===== src/rtl/uart_cmd_parser.sv =====
// ASCII register-access command parser: "Raa<CR>" reads and "Waadd<CR>" writes an 8-bit bus.
// Bytes come from the uart rx FIFO; the ASCII reply goes out through the uart tx FIFO.
module uart_cmd_parser #(
    parameter logic [31:0] TIMEOUT = 32'd10_000_000
) (
    input  logic       clk,
    input  logic       reset_n,
    input  logic       rx_empty,
    input  logic [7:0] r_data,
    output logic       rd_uart,
    input  logic       tx_full,
    output logic [7:0] w_data,
    output logic       wr_uart,
    output logic [7:0] bus_addr,
    output logic [7:0] bus_wdata,
    output logic       bus_we,
    output logic       bus_re,
    input  logic [7:0] bus_rdata,
    output logic       cmd_err
);

    localparam logic [7:0] CH_CR = 8'h0D;
    localparam logic [7:0] CH_LF = 8'h0A;
    localparam logic [7:0] CH_SP = 8'h20;

    typedef enum logic [3:0] {
        S_IDLE, S_GET_A1, S_GET_A0, S_GET_D1, S_GET_D0,
        S_GET_CR, S_EXEC, S_RD_WAIT, S_SEND, S_FLUSH
    } state_t;

    // Reply buffer: element 0 goes out first.
    localparam logic [3:0][7:0] REPLY_OK  = {8'h00, CH_LF, CH_CR, 8'h4B};
    localparam logic [3:0][7:0] REPLY_ERR = {8'h00, CH_LF, CH_CR, 8'h3F};

    state_t          state_q;
    logic            run_q;
    logic            is_wr_q;
    logic [7:0]      addr_q;
    logic [7:0]      data_q;
    logic [7:0]      bus_addr_q;
    logic [7:0]      bus_wdata_q;
    logic [3:0][7:0] buf_q;
    logic [1:0]      idx_q;
    logic [1:0]      last_q;
    logic [31:0]     tmo_q;

    logic       pop_st;
    logic       is_rd_ch;
    logic       is_wr_ch;
    logic       is_blank;
    logic       bad;
    logic [4:0] hex;

    // {valid, nibble}
    function automatic logic [4:0] hex_dec(input logic [7:0] c);
        if (c >= 8'h30 && c <= 8'h39)
            return {1'b1, c[3:0]};
        else if ((c >= 8'h41 && c <= 8'h46) || (c >= 8'h61 && c <= 8'h66))
            return {1'b1, c[3:0] + 4'd9};
        else
            return 5'b0;
    endfunction

    function automatic logic [7:0] hex_enc(input logic [3:0] n);
        return (n < 4'd10) ? (8'h30 + {4'h0, n}) : (8'h37 + {4'h0, n});
    endfunction

    always_comb begin
        pop_st = 1'b0;
        case (state_q)
            S_IDLE, S_GET_A1, S_GET_A0, S_GET_D1, S_GET_D0, S_GET_CR, S_FLUSH: pop_st = 1'b1;
            default: pop_st = 1'b0;
        endcase
        // run_q keeps every strobe low until the first clock after reset release.
        rd_uart  = run_q && pop_st && !rx_empty;
        is_rd_ch = (r_data == 8'h52) || (r_data == 8'h72);
        is_wr_ch = (r_data == 8'h57) || (r_data == 8'h77);
        is_blank = (r_data == CH_LF) || (r_data == CH_CR) || (r_data == CH_SP);
        hex      = hex_dec(r_data);
        bad      = 1'b0;
        case (state_q)
            S_IDLE:                                  bad = !(is_rd_ch || is_wr_ch || is_blank);
            S_GET_A1, S_GET_A0, S_GET_D1, S_GET_D0:  bad = !hex[4];
            S_GET_CR:                                bad = (r_data != CH_CR);
            default:                                 bad = 1'b0;
        endcase
        cmd_err = rd_uart && bad;
        bus_we  = (state_q == S_EXEC) && is_wr_q;
        bus_re  = (state_q == S_EXEC) && !is_wr_q;
        wr_uart = (state_q == S_SEND) && !tx_full;
        w_data  = wr_uart ? buf_q[idx_q] : 8'h00;
    end

    assign bus_addr  = bus_addr_q;
    assign bus_wdata = bus_wdata_q;

    always_ff @(posedge clk or negedge reset_n) begin
        if (!reset_n) begin
            state_q     <= S_IDLE;
            run_q       <= 1'b0;
            is_wr_q     <= 1'b0;
            addr_q      <= 8'h00;
            data_q      <= 8'h00;
            bus_addr_q  <= 8'h00;
            bus_wdata_q <= 8'h00;
            buf_q       <= '0;
            idx_q       <= 2'd0;
            last_q      <= 2'd0;
            tmo_q       <= 32'd0;
        end else begin
            run_q <= 1'b1;
            case (state_q)
                S_IDLE: begin
                    tmo_q <= 32'd0;
                    if (rd_uart) begin
                        if (is_rd_ch || is_wr_ch) begin
                            is_wr_q <= is_wr_ch;
                            state_q <= S_GET_A1;
                        end else if (bad) begin
                            state_q <= S_FLUSH;
                        end
                    end
                end
                S_GET_A1, S_GET_A0, S_GET_D1, S_GET_D0, S_GET_CR: begin
                    if (rd_uart) begin
                        tmo_q <= 32'd0;
                        if (bad) begin
                            // An offending CR already terminates the command: reply at once.
                            if (r_data == CH_CR) begin
                                buf_q   <= REPLY_ERR;
                                last_q  <= 2'd2;
                                idx_q   <= 2'd0;
                                state_q <= S_SEND;
                            end else begin
                                state_q <= S_FLUSH;
                            end
                        end else begin
                            case (state_q)
                                S_GET_A1: begin
                                    addr_q[7:4] <= hex[3:0];
                                    state_q     <= S_GET_A0;
                                end
                                S_GET_A0: begin
                                    addr_q[3:0] <= hex[3:0];
                                    state_q     <= is_wr_q ? S_GET_D1 : S_GET_CR;
                                end
                                S_GET_D1: begin
                                    data_q[7:4] <= hex[3:0];
                                    state_q     <= S_GET_D0;
                                end
                                S_GET_D0: begin
                                    data_q[3:0] <= hex[3:0];
                                    state_q     <= S_GET_CR;
                                end
                                default: begin
                                    bus_addr_q <= addr_q;
                                    if (is_wr_q)
                                        bus_wdata_q <= data_q;
                                    state_q <= S_EXEC;
                                end
                            endcase
                        end
                    end else if (rx_empty && TIMEOUT != 32'd0) begin
                        if (tmo_q >= TIMEOUT - 32'd1) begin
                            tmo_q   <= 32'd0;
                            state_q <= S_IDLE;
                        end else begin
                            tmo_q <= tmo_q + 32'd1;
                        end
                    end
                end
                S_EXEC: begin
                    if (is_wr_q) begin
                        buf_q   <= REPLY_OK;
                        last_q  <= 2'd2;
                        idx_q   <= 2'd0;
                        state_q <= S_SEND;
                    end else begin
                        state_q <= S_RD_WAIT;
                    end
                end
                S_RD_WAIT: begin
                    buf_q   <= {CH_LF, CH_CR, hex_enc(bus_rdata[3:0]), hex_enc(bus_rdata[7:4])};
                    last_q  <= 2'd3;
                    idx_q   <= 2'd0;
                    state_q <= S_SEND;
                end
                S_SEND: begin
                    if (!tx_full) begin
                        idx_q <= idx_q + 2'd1;
                        if (idx_q == last_q)
                            state_q <= S_IDLE;
                    end
                end
                S_FLUSH: begin
                    tmo_q <= 32'd0;
                    if (rd_uart && r_data == CH_CR) begin
                        buf_q   <= REPLY_ERR;
                        last_q  <= 2'd2;
                        idx_q   <= 2'd0;
                        state_q <= S_SEND;
                    end
                end
                default: state_q <= S_IDLE;
            endcase
        end
    end

endmodule


===== config.mk =====
export PLATFORM = sky130hd
export DESIGN_NAME = uart_cmd_parser
export DESIGN_NICKNAME = d
export VERILOG_FILES = /design/src/rtl/uart_cmd_parser.sv
export SDC_FILE = /design/constraint.sdc
export NUM_CORES = 1
export LEC_CHECK = 0
export CAP_MARGIN = 20
export CORE_MARGIN = 2
export CORE_UTILIZATION = 38
export CTS_BUF_LIST = sky130_fd_sc_hd__clkbuf_4 sky130_fd_sc_hd__clkbuf_8
export DETAILED_ROUTE_END_ITERATION = 8
export PLACE_DENSITY = 0.59
export SYNTH_ARGS = -nofsm -noshare
export SYNTH_HDL_FRONTEND = slang
export SYNTH_SLANG_ARGS = --single-unit

===== constraint.sdc =====
create_clock -name clk -period 2.6 [get_ports clk]
set_input_delay 0.52 -clock clk [delete_from_list [all_inputs] [get_ports clk]]
set_output_delay 0.52 -clock clk [all_outputs]
set_load 0.01 [all_outputs]

==> flow_summary_export.csv, run 1 <==
group,metric,value,unit
setup_path,crit_buf_inv,2,
global_route,grt_max_degree,62,
placed_design,gp_congestion,0.8702,
floorplanning,rows,42,
routing,drc_errors,0,
synthesis,synth.top_cell.area_share,0.4448,
sta,fmax,386.2,MHz
synthesis,synth_seq_cells,90,
sta,fin_ws,0.01072,ns
clocking,root_buffer,"clkbuf_8",
sta,setup_viol,0,
sta,hold-worst-slack,0.06487,ns
global_route,grt_pass1_vias,4096,
placed_design,place_ws,-0.8047,ns
clocking,htree_num_levels,3,
routing,via_count,4143,
sta,finalMaxSlewViolations,0,
clocking,clock_latency,0.37,ns
sta,finalHoldViolations,0,
layout,antenna_cells,0,
clocking,cts_sinks,90,
setup_path,worstSetupPathType,"in -> out",
clocking,clk_pin_slew,0.09,ns
placed_design,portBuffers,47,
layout,fillers,1233,
sta,tightest_slew,0.6774,ns
synthesis,postSynthAreaPerCell,9.719,sq um
setup_path,required,2.08,ns
setup_path,crit_family,"simple AND/OR/NAND/NOR gates",
outcome,status,"finished clean",
routing,drt_iter0_markers,182,
routing,wirelength,11360,microns
floorplanning,io_pins,49,
global_route,antenna_found_initial,0,
placed_design,hpwl,8386,microns
hold_path,hold_path.class,"in -> async",
routing,firstDrtPassIters,4,
floorplanning,die_h,119.4,microns
power_and_ir_drop,leakage,2.925,nW
synthesis,synthDistinctLibCells,71,
layout,drive_gt1_frac,0.2411,
layout,fin_util,0.4846,
power_and_ir_drop,peakVddDrop,309.7,uV
global_route,grt_pass1_wl,19550,microns
setup_path,worstPathArrival,2.07,ns
sta,period_needed,2.589,ns
synthesis,synth_top_family_by_area,"simple AND/OR/NAND/NOR gates",
synthesis,synth-seq-area-share,0.4448,
synthesis,ys_top_cells_by_count,"dfrtp_1 (90), nand2_1 (49), nor2_1 (42)",
synthesis,synth_most_common_cell,"dfrtp_1",
floorplanning,coreArea,0.01314,sq mm
routing,vias_per_cell,5.218,
synthesis,synth_area_leaders,"dfrtp_1 (44%), mux2_2 (6.9%), nand2_1 (3.6%)",
job,cap_viol_max_count,0,
clocking,cts_buffers,9,
layout,fin_nets,640,
synthesis,synth-compound-area-share,0.1423,
setup_path,start_kind,"primary input",
routing,wl_per_cell,14.30,microns
clocking,cts_tree,"yes",
synthesis,synth_nets,548,
floorplanning,die-area,0.01426,sq mm
setup_path,crit_fanout,6,
synthesis,ys_warn_count,0,
synthesis,async_flop_share,1.000,
setup_path,path_cells,"dlygate4sd2_1 -> or4_4 -> a221oi_4 -> a211oi_2 -> nor2_2 -> nor2_2 -> buf_2",
sta,slew_headroom,0.5436,
layout,multi_input_area,0.002656,sq mm
synthesis,synthAdderAreaFrac,0.01730,
floorplanning,start_util,0.3854,
setup_path,worst_path_max_delay_cell,"or4_4",
global_route,grtUsageTotal,0.1696,
routing,ant_nets,0,
sta,fin_skew,0.008425,ns
synthesis,yosys.area_share.simple,0.2157,
synthesis,synth_area,0.005064,sq mm
sta,finalCritPeriodShare,0.9959,
global_route,grt-ovfl-total,0,
synthesis,synth_edf_count,0,
sta,rsz0062_at_grt,"yes",
floorplanning,fp.dieW,119.4,microns
synthesis,synth_xor_area_frac,0.008648,
synthesis,ys.flop_type,"dfrtp_1",
setup_path,end_kind,"output pin",
clocking,cts_buffer_depth,2,
layout,seq_area,0.002252,sq mm
setup_path,max_stage_delay,0.57,ns
synthesis,syn_inst,521,
synthesis,synth_area_leader_cell,"dfrtp_1",
power_and_ir_drop,cellPowerDensity,705.4,mW/mm^2
layout,syn2layout_area_growth,25.72,%
synthesis,synthMuxAreaShare,0.1193,
setup_path,cp_common_cell,"nor2_2",
[power breakdown]
part	total, mW	switching [mW]	internal [mW]
clock	0.995	0.509	0.487
combinational	1.96	1.07	0.893
sequential	1.53	0.0713	1.46
[cell usage in the layout, fill, tap and decap left out, types with 6 or more instances in the layout]
cell type         n
a21oi_1          33
and2_1           14
and3_1           10
buf_4            56
clkbuf_8         10
clkdlybuf4s50_1  27
dfrtp_1          90
dlygate4sd2_1    10
dlymetal6s2s_1    6
ha_1              6
inv_1            24
mux2_2           31
mux2i_1          15
nand2_1          49
nand3_1          23
nand4_1           7
nor2_1           39
nor3_1           17
o21a_1            7
o21ai_0          16
o21ai_1           9
or3_1             6
[layer usage]
metal	part of all wire	up-vias	wire, microns	GRT usage
li1	-	2042	-	-
met1	0.48	2025	5400	0.2239
met2	0.47	61	5370	0.2751
met3	0.035	15	398	0.03784
met4	0.016	0	187	0.05956
met5	0	-	0	0
[metrics by stage]
| stage | setup TNS [ns] | power (mW) | instance area, sq um | cells |
|---|---|---|---|---|
| 3_3_place_gp | -19.14 | 3.435 | 6055 | 776 |
| 3_5_place_dp | -24.31 | 3.463 | 6055 | 776 |
| 5_1_grt | -0.04966 | 4.779 | 6366 | 794 |
| 4_1_cts | -0.1259 | 4.482 | 6301 | 792 |
| 6_report | 0 | 4.490 | 6366 | 794 |
| 2_1_floorplan | 0 | 2.769 | 5064 | 521 |
[registers in the layout, indices dropped and copies added (netlist names), 2 cells and up]
name       flops
data_q         8
buf_q         17
bus_addr       8
bus_wdata      8
addr_q         8
idx_q          2
state_q        4
tmo_q         32
[repair_timing]
action,4_1_cts,5_1_grt
buffers inserted,0,2
endpoints found under the setup margin,46,24
resized for setup,30,18
hold buffers,0,0
pin swaps,2,7
gates cloned,0,0
[area by class of cell]
class / instances / share of cell area
clock buffer: 11 / 0.02280
tap: 176 / 0.03459
clock inverter: 5 / 0.009434
multi-input combinational: 379 / 0.4173
timing repair buffer: 106 / 0.1462
inverter: 27 / 0.01592
sequential: 90 / 0.3538
[path summary, 6_finish.rpt]
| path | endpoint | cells after the start | slack, ns | from |
|---|---|---|---|---|
| max | cmd_err | 7 | 0.01 | r_data[2] |
| min | bus_wdata[3] | 1 | 0.06 | reset_n |
| min in group clk | tmo_q[31] | 1 | 0.49 | tmo_q[31] |
| max in group asynchronous | idx_q[0] | 2 | 1.88 | reset_n |
| max reg2reg | data_q[0] | 8 | 0.20 | state_q[0] |
| min reg2reg | tmo_q[31] | 1 | 0.49 | tmo_q[31] |
[cell families (layout without fill, tap and decap cells)]
kind of cell,after synthesis,in the layout
mux,52,52
buf+inv,52,149
fa+ha+maj,7,7
simple gates,205,205
xor+xnor,5,5
flops,90,90
other cells,2,2
compound gates,108,108
No activity file was read; power rests on OpenSTA's default activity.
==> inputs of run 2 (changes only) <==
--- a/config.mk
+++ b/config.mk
@@ -11,6 +11,7 @@
 export CTS_BUF_LIST = sky130_fd_sc_hd__clkbuf_4 sky130_fd_sc_hd__clkbuf_8
 export DETAILED_ROUTE_END_ITERATION = 8
 export PLACE_DENSITY = 0.59
+export REMOVE_ABC_BUFFERS = 1
 export SYNTH_ARGS = -nofsm -noshare
 export SYNTH_HDL_FRONTEND = slang
 export SYNTH_SLANG_ARGS = --single-unit
==> constraint.sdc (replaced) <==
create_clock -name clk -period 2.6 [get_ports clk]
set_input_delay 0.52 -clock clk [delete_from_list [all_inputs] [get_ports clk]]
set_output_delay 0.52 -clock clk [all_outputs]
set_load 0.1 [all_outputs]
==> run 2 against run 1 <==
The flow now finishes with violations (negative setup slack). Utilization increased by 1.6 points. Sequential cell count unchanged. Clock power up 17%. Design area is 3.2% higher. Sequential share of layout area fell by 1.1 points. Critical endpoint unchanged. Highest routed layer unchanged.
==> flow_summary_export.csv, run 2 (synthesis gave the netlist of run 1 again) <==
group,metric,value,unit
outcome,status,"complete, but fails checks",
outcome,violations,"negative setup slack",
clocking,clk_pin_slew,0.09,ns
floorplanning,coreArea,0.01314,sq mm
routing,firstDrtPassIters,5,
global_route,grt_pass1_wl,20180,microns
power_and_ir_drop,peakVddDrop,444.7,uV
floorplanning,die_h,119.4,microns
global_route,grt-ovfl-total,0,
layout,final_common_cell,"dfrtp_1",
power_and_ir_drop,leakage,2.975,nW
sta,finalHoldViolations,0,
sta,tightest_slew,0.5855,ns
clocking,cts_buffers,9,
clocking,cts_tree,"yes",
setup_path,reg2reg_depth,9,
layout,final_cell_mix,"dfrtp_1 (90), buf_4 (69), nand2_1 (49), nor2_1 (40), a21oi_1 (33)",
clocking,cts_buffer_depth,2,
global_route,antenna_found_initial,0,
global_route,grt_max_degree,48,
floorplanning,start_util,0.3854,
routing,drt_iter0_markers,230,
setup_path,start_kind,"flip-flop",
sta,finalMaxSlewViolations,0,
sta,period_needed,2.718,ns
sta,slew_headroom,0.6056,
layout,fin_nets,643,
setup_path,worstPathArrival,2.20,ns
clocking,clock_latency,0.38,ns
setup_path,ff2ff_setup_slack,0.18,ns
placed_design,hpwl,8615,microns
layout,drive_gt1_frac,0.2915,
clocking,cts_sinks,90,
global_route,grt_pass1_vias,4248,
sta,fmax,367.9,MHz
setup_path,crit_start,"state_q[1]",
routing,wl_per_cell,14.94,microns
routing,wirelength,11910,microns
sta,hold-worst-slack,0.4951,ns
placed_design,gp_congestion,0.8394,
sta,finalCritPeriodShare,1.045,
setup_path,crit_fanout,2,
layout,finalNonFillerCells,797,
floorplanning,rows,42,
job,cap_viol_max_count,0,
setup_path,required,2.08,ns
setup_path,end_kind,"output pin",
layout,antenna_cells,0,
clocking,htree_num_levels,3,
layout,fillers,1248,
setup_path,reg2reg_from,"state_q[1]",
sta,fin_skew,0.01229,ns
routing,ant_nets,0,
hold_path,hold_path.class,"reg -> reg",
layout,largest_reg_flops,32,
power_and_ir_drop,p_total,5.186,mW
routing,via_count,4202,
layout,regMostFlops,"tmo_q",
setup_path,rr_endpoint,"addr_q[3]",
placed_design,portBuffers,47,
setup_path,worstSetupPathType,"reg -> out",
routing,drc_errors,0,
setup_path,crit_end,"cmd_err",
layout,top_regs,"tmo_q: 32 flops, buf_q: 17 flops",
sta,rsz0062_at_grt,"yes",
floorplanning,fp.dieW,119.4,microns
power_and_ir_drop,cellPowerDensity,789.0,mW/mm^2
layout,multi_input_area,0.002669,sq mm
sta,fin_ws,-0.1182,ns
floorplanning,die-area,0.01426,sq mm
clocking,root_buffer,"clkbuf_8",
layout,syn2layout_area_growth,29.80,%
sta,setup_viol,1,
routing,vias_per_cell,5.272,
layout,seq_area,0.002252,sq mm
placed_design,dp_cells,774,
global_route,grtUsageTotal,0.1745,
floorplanning,io_pins,49,
==> run 2: cell count changes in the layout (fill, tap and decap cells not counted), sizes merged, moves of 3 or more <==
cell           change
clkbuf             -4
buf               +29
clkdlybuf4s50     -16
dlygate4sd2        -5
clkinv             +3
dlymetal6s2s       -6
==> run 2: what timing repair did <==
action | 4_1_cts | 5_1_grt
hold endpoints to repair | 11 | 0
gates resized for setup | 31 | 8
buffers inserted | 4 | 2
hold buffers | 1 | 0
pin swaps | 7 | 3
endpoints found under the setup margin | 21 | 10
==> run 2: power by group <==
part	leakage (nW)	total (mW)	internal (mW)	switching [mW]
registers	1.19	1.57	1.46	0.103
logic	1.66	2.46	1.06	1.41
clock network	0.123	1.16	0.638	0.520
==> run 2: stage by stage <==
stage	util	setup TNS, ns	cell area (sq um)	worst slack [ns]
final	0.5003	-0.1182	6573	-0.1182
after floorplan	-	-8.400	4910	-1.219
after CTS	0.4974	-0.1219	6535	-0.1219
after detailed placement	0.4687	-17.21	6157	-0.5180
after global placement	0.4687	-15.27	6157	-0.4895
after global routing	0.5003	-0.2747	6573	-0.2747
==> run 2: how the worst min path moves through the flow <==
stage | from | endpoint | slack [ns] | cells past startpoint
final | tmo_q[28] | tmo_q[28] | 0.50 | 1
after global routing | tmo_q[28] | tmo_q[28] | 0.51 | 1
after detailed placement | reset_n | tmo_q[0] | 0.39 | 1
after floorplan | reset_n | addr_q[0] | 0.22 | 0
after global placement | reset_n | tmo_q[0] | 0.38 | 1
after CTS | tmo_q[28] | tmo_q[28] | 0.50 | 1
==> run 2: layout make-up <==
cell class,count,share of cell area
Sequential cell,90,0.3427
Clock buffer,9,0.01885
Inverter,27,0.01542
Timing Repair Buffer,109,0.1656
Multi-Input combinational cell,379,0.4061
Tap cell,176,0.03350
Clock inverter,7,0.01789
==> run 2: layer usage <==
metal | share of wire | vias to the layer above | track usage
li1 | - | 2038 | -
met1 | 0.47 | 2090 | 0.2253
met2 | 0.48 | 62 | 0.2888
met3 | 0.036 | 12 | 0.04550
met4 | 0.014 | 0 | 0.05221
met5 | 0 | - | 0
==> run 2: critical path: stages (launching register included) <==
cell	delay (ns)
dfrtp_1	0.39
or4_4	0.55
a21o_1	0.18
a211oi_2	0.24
nor2_2	0.07
nor2_1	0.09
buf_4	0.13
buf_12	0.16
==> inputs of run 3 (changes only) <==
--- a/config.mk
+++ b/config.mk
@@ -6,9 +6,9 @@
 export NUM_CORES = 1
 export LEC_CHECK = 0
 export CAP_MARGIN = 20
-export CORE_MARGIN = 2
 export CORE_UTILIZATION = 38
 export CTS_BUF_LIST = sky130_fd_sc_hd__clkbuf_4 sky130_fd_sc_hd__clkbuf_8
+export CTS_CLUSTER_DIAMETER = 60
 export DETAILED_ROUTE_END_ITERATION = 8
 export PLACE_DENSITY = 0.59
 export REMOVE_ABC_BUFFERS = 1
==> run 3 against run 2 <==
The run still ends with negative setup slack left. Register-to-register slack better by 0.05 ns. Cell count down 1.6%. Wire length down 4.2%. Sequential power about the same. Critical path depth up 2. Sequential share of layout area up 0.86 points.
==> flow_summary_export.csv, run 3 (synthesis gave the netlist of run 1 again) <==
group,metric,value,unit
floorplanning,start_util,0.3948,
floorplanning,rows,41,
layout,top_regs,"tmo_q: 32 flops, buf_q: 17 flops",
power_and_ir_drop,peakVddDrop,324.5,uV
sta,finalMaxSlewViolations,0,
setup_path,end_kind,"output pin",
layout,regMostFlops,"tmo_q",
power_and_ir_drop,p_total,4.975,mW
placed_design,hpwl,8206,microns
clocking,cts_buffers,9,
placed_design,gp_congestion,0.8145,
clocking,cts_tree,"yes",
sta,tightest_slew,0.6543,ns
outcome,violations,"negative setup slack",
floorplanning,die_h,117.4,microns
setup_path,worstPathArrival,2.24,ns
routing,drt_iter0_markers,209,
layout,design_area,0.006411,sq mm
floorplanning,die-area,0.01379,sq mm
routing,wl_per_cell,14.55,microns
power_and_ir_drop,leakage,2.885,nW
setup_path,worstSetupPathType,"in -> out",
power_and_ir_drop,cellPowerDensity,776.0,mW/mm^2
routing,firstDrtPassIters,4,
setup_path,start_kind,"primary input",
layout,fin_util,0.4999,
global_route,grtUsageTotal,0.1771,
routing,vias_per_cell,5.245,
layout,final_cell_mix,"dfrtp_1 (90), buf_4 (63), nand2_1 (49), nor2_1 (39), a21oi_1 (33)",
setup_path,crit_fanout,4,
clocking,clk_pin_slew,0.09,ns
layout,antenna_cells,0,
global_route,grt_pass1_wl,19900,microns
layout,multi_input_area,0.002629,sq mm
sta,setup_viol,1,
global_route,antenna_found_initial,0,
clocking,clock_latency,0.38,ns
floorplanning,coreArea,0.01282,sq mm
outcome,status,"complete, but fails checks",
global_route,grt-ovfl-total,0,
floorplanning,fp.dieW,117.4,microns
placed_design,portBuffers,47,
routing,wirelength,11410,microns
layout,drive_gt1_frac,0.2745,
sta,finalCritPeriodShare,1.060,
routing,drc_errors,0,
sta,fin_ws,-0.1552,ns
setup_path,required,2.08,ns
sta,period_needed,2.755,ns
sta,fin_setup_tns,-0.1552,ns
hold_path,hold_path.class,"in -> async",
job,cap_viol_max_count,0,
sta,fin_skew,0.01087,ns
layout,fin_nets,634,
global_route,grt_max_degree,50,
sta,fmax,362.9,MHz
global_route,grt_pass1_vias,4211,
clocking,cts_sinks,90,
clocking,cts_buffer_depth,2,
layout,final_common_cell,"dfrtp_1",
placed_design,post_dp_cell_area,0.006115,sq mm
routing,via_count,4112,
layout,fillers,1201,
routing,ant_nets,0,
sta,hold-worst-slack,0.1219,ns
layout,seq_area,0.002252,sq mm
layout,largest_reg_flops,32,
layout,syn2layout_area_growth,26.61,%
clocking,htree_num_levels,3,
sta,slew_headroom,0.5592,
floorplanning,io_pins,49,
sta,rsz0062_at_grt,"yes",
clocking,root_buffer,"clkbuf_8",
sta,finalHoldViolations,0,
## run 3: final timing paths
| path | start | endpoint | slack (ns) | cells after the start |
|---|---|---|---|---|
| setup / recovery | r_data[7] | cmd_err | -0.16 | 9 |
| min in group clk | tmo_q[25] | tmo_q[25] | 0.49 | 1 |
| max in group asynchronous | reset_n | tmo_q[23] | 1.81 | 2 |
| hold / removal | reset_n | bus_wdata[4] | 0.12 | 1 |
| hold reg to reg | tmo_q[25] | tmo_q[25] | 0.49 | 1 |
| setup reg to reg | state_q[0] | state_q[2] | 0.23 | 7 |
## run 3: report_power, final
part	internal, mW	switching, mW
clock network	0.486	0.516
logic	1.02	1.39
registers	1.46	0.0946
total	2.97	2.00
## run 3: final cells by class
cell class	instances	area share
Tap cell	172	0.03357
Sequential cell	90	0.3513
Inverter	27	0.01581
Clock inverter	5	0.009758
Multi-Input combinational cell	379	0.4100
Timing Repair Buffer	100	0.1569
Clock buffer	11	0.02264
## run 3: metal layers
layer	GRT usage	vias to the layer above	routed length, microns
li1	-	2038	-
met1	0.2284	1988	5421
met2	0.2888	75	5367
met3	0.04621	11	459
met4	0.05601	0	160
met5	0	-	0
## run 3: stage by stage
stage                     std cells  worst slack (ns)
after floorplan                 496            -1.219
after global placement          765           -0.5100
after detailed placement        765           -0.5437
after CTS                       784           -0.1326
after global routing            784           -0.2856
final                           784           -0.1552
## run 3: timing repair
item | CTS | global route
pin swaps | 6 | 3
gates resized for setup | 17 | 9
endpoints found under the setup margin | 33 | 15
setup buffers | 3 | 0
hold buffers | 0 | 0
cloned | 0 | 0
## run 3: worst max-delay path: stages
cell and delay, ns:
clkdlybuf4s50_1 0.48, buf_4 0.15, nor4bb_1 0.05, buf_4 0.15, a21o_1 0.15, a211oi_2 0.29
nor2_2 0.08, nor2_2 0.16, buf_12 0.20
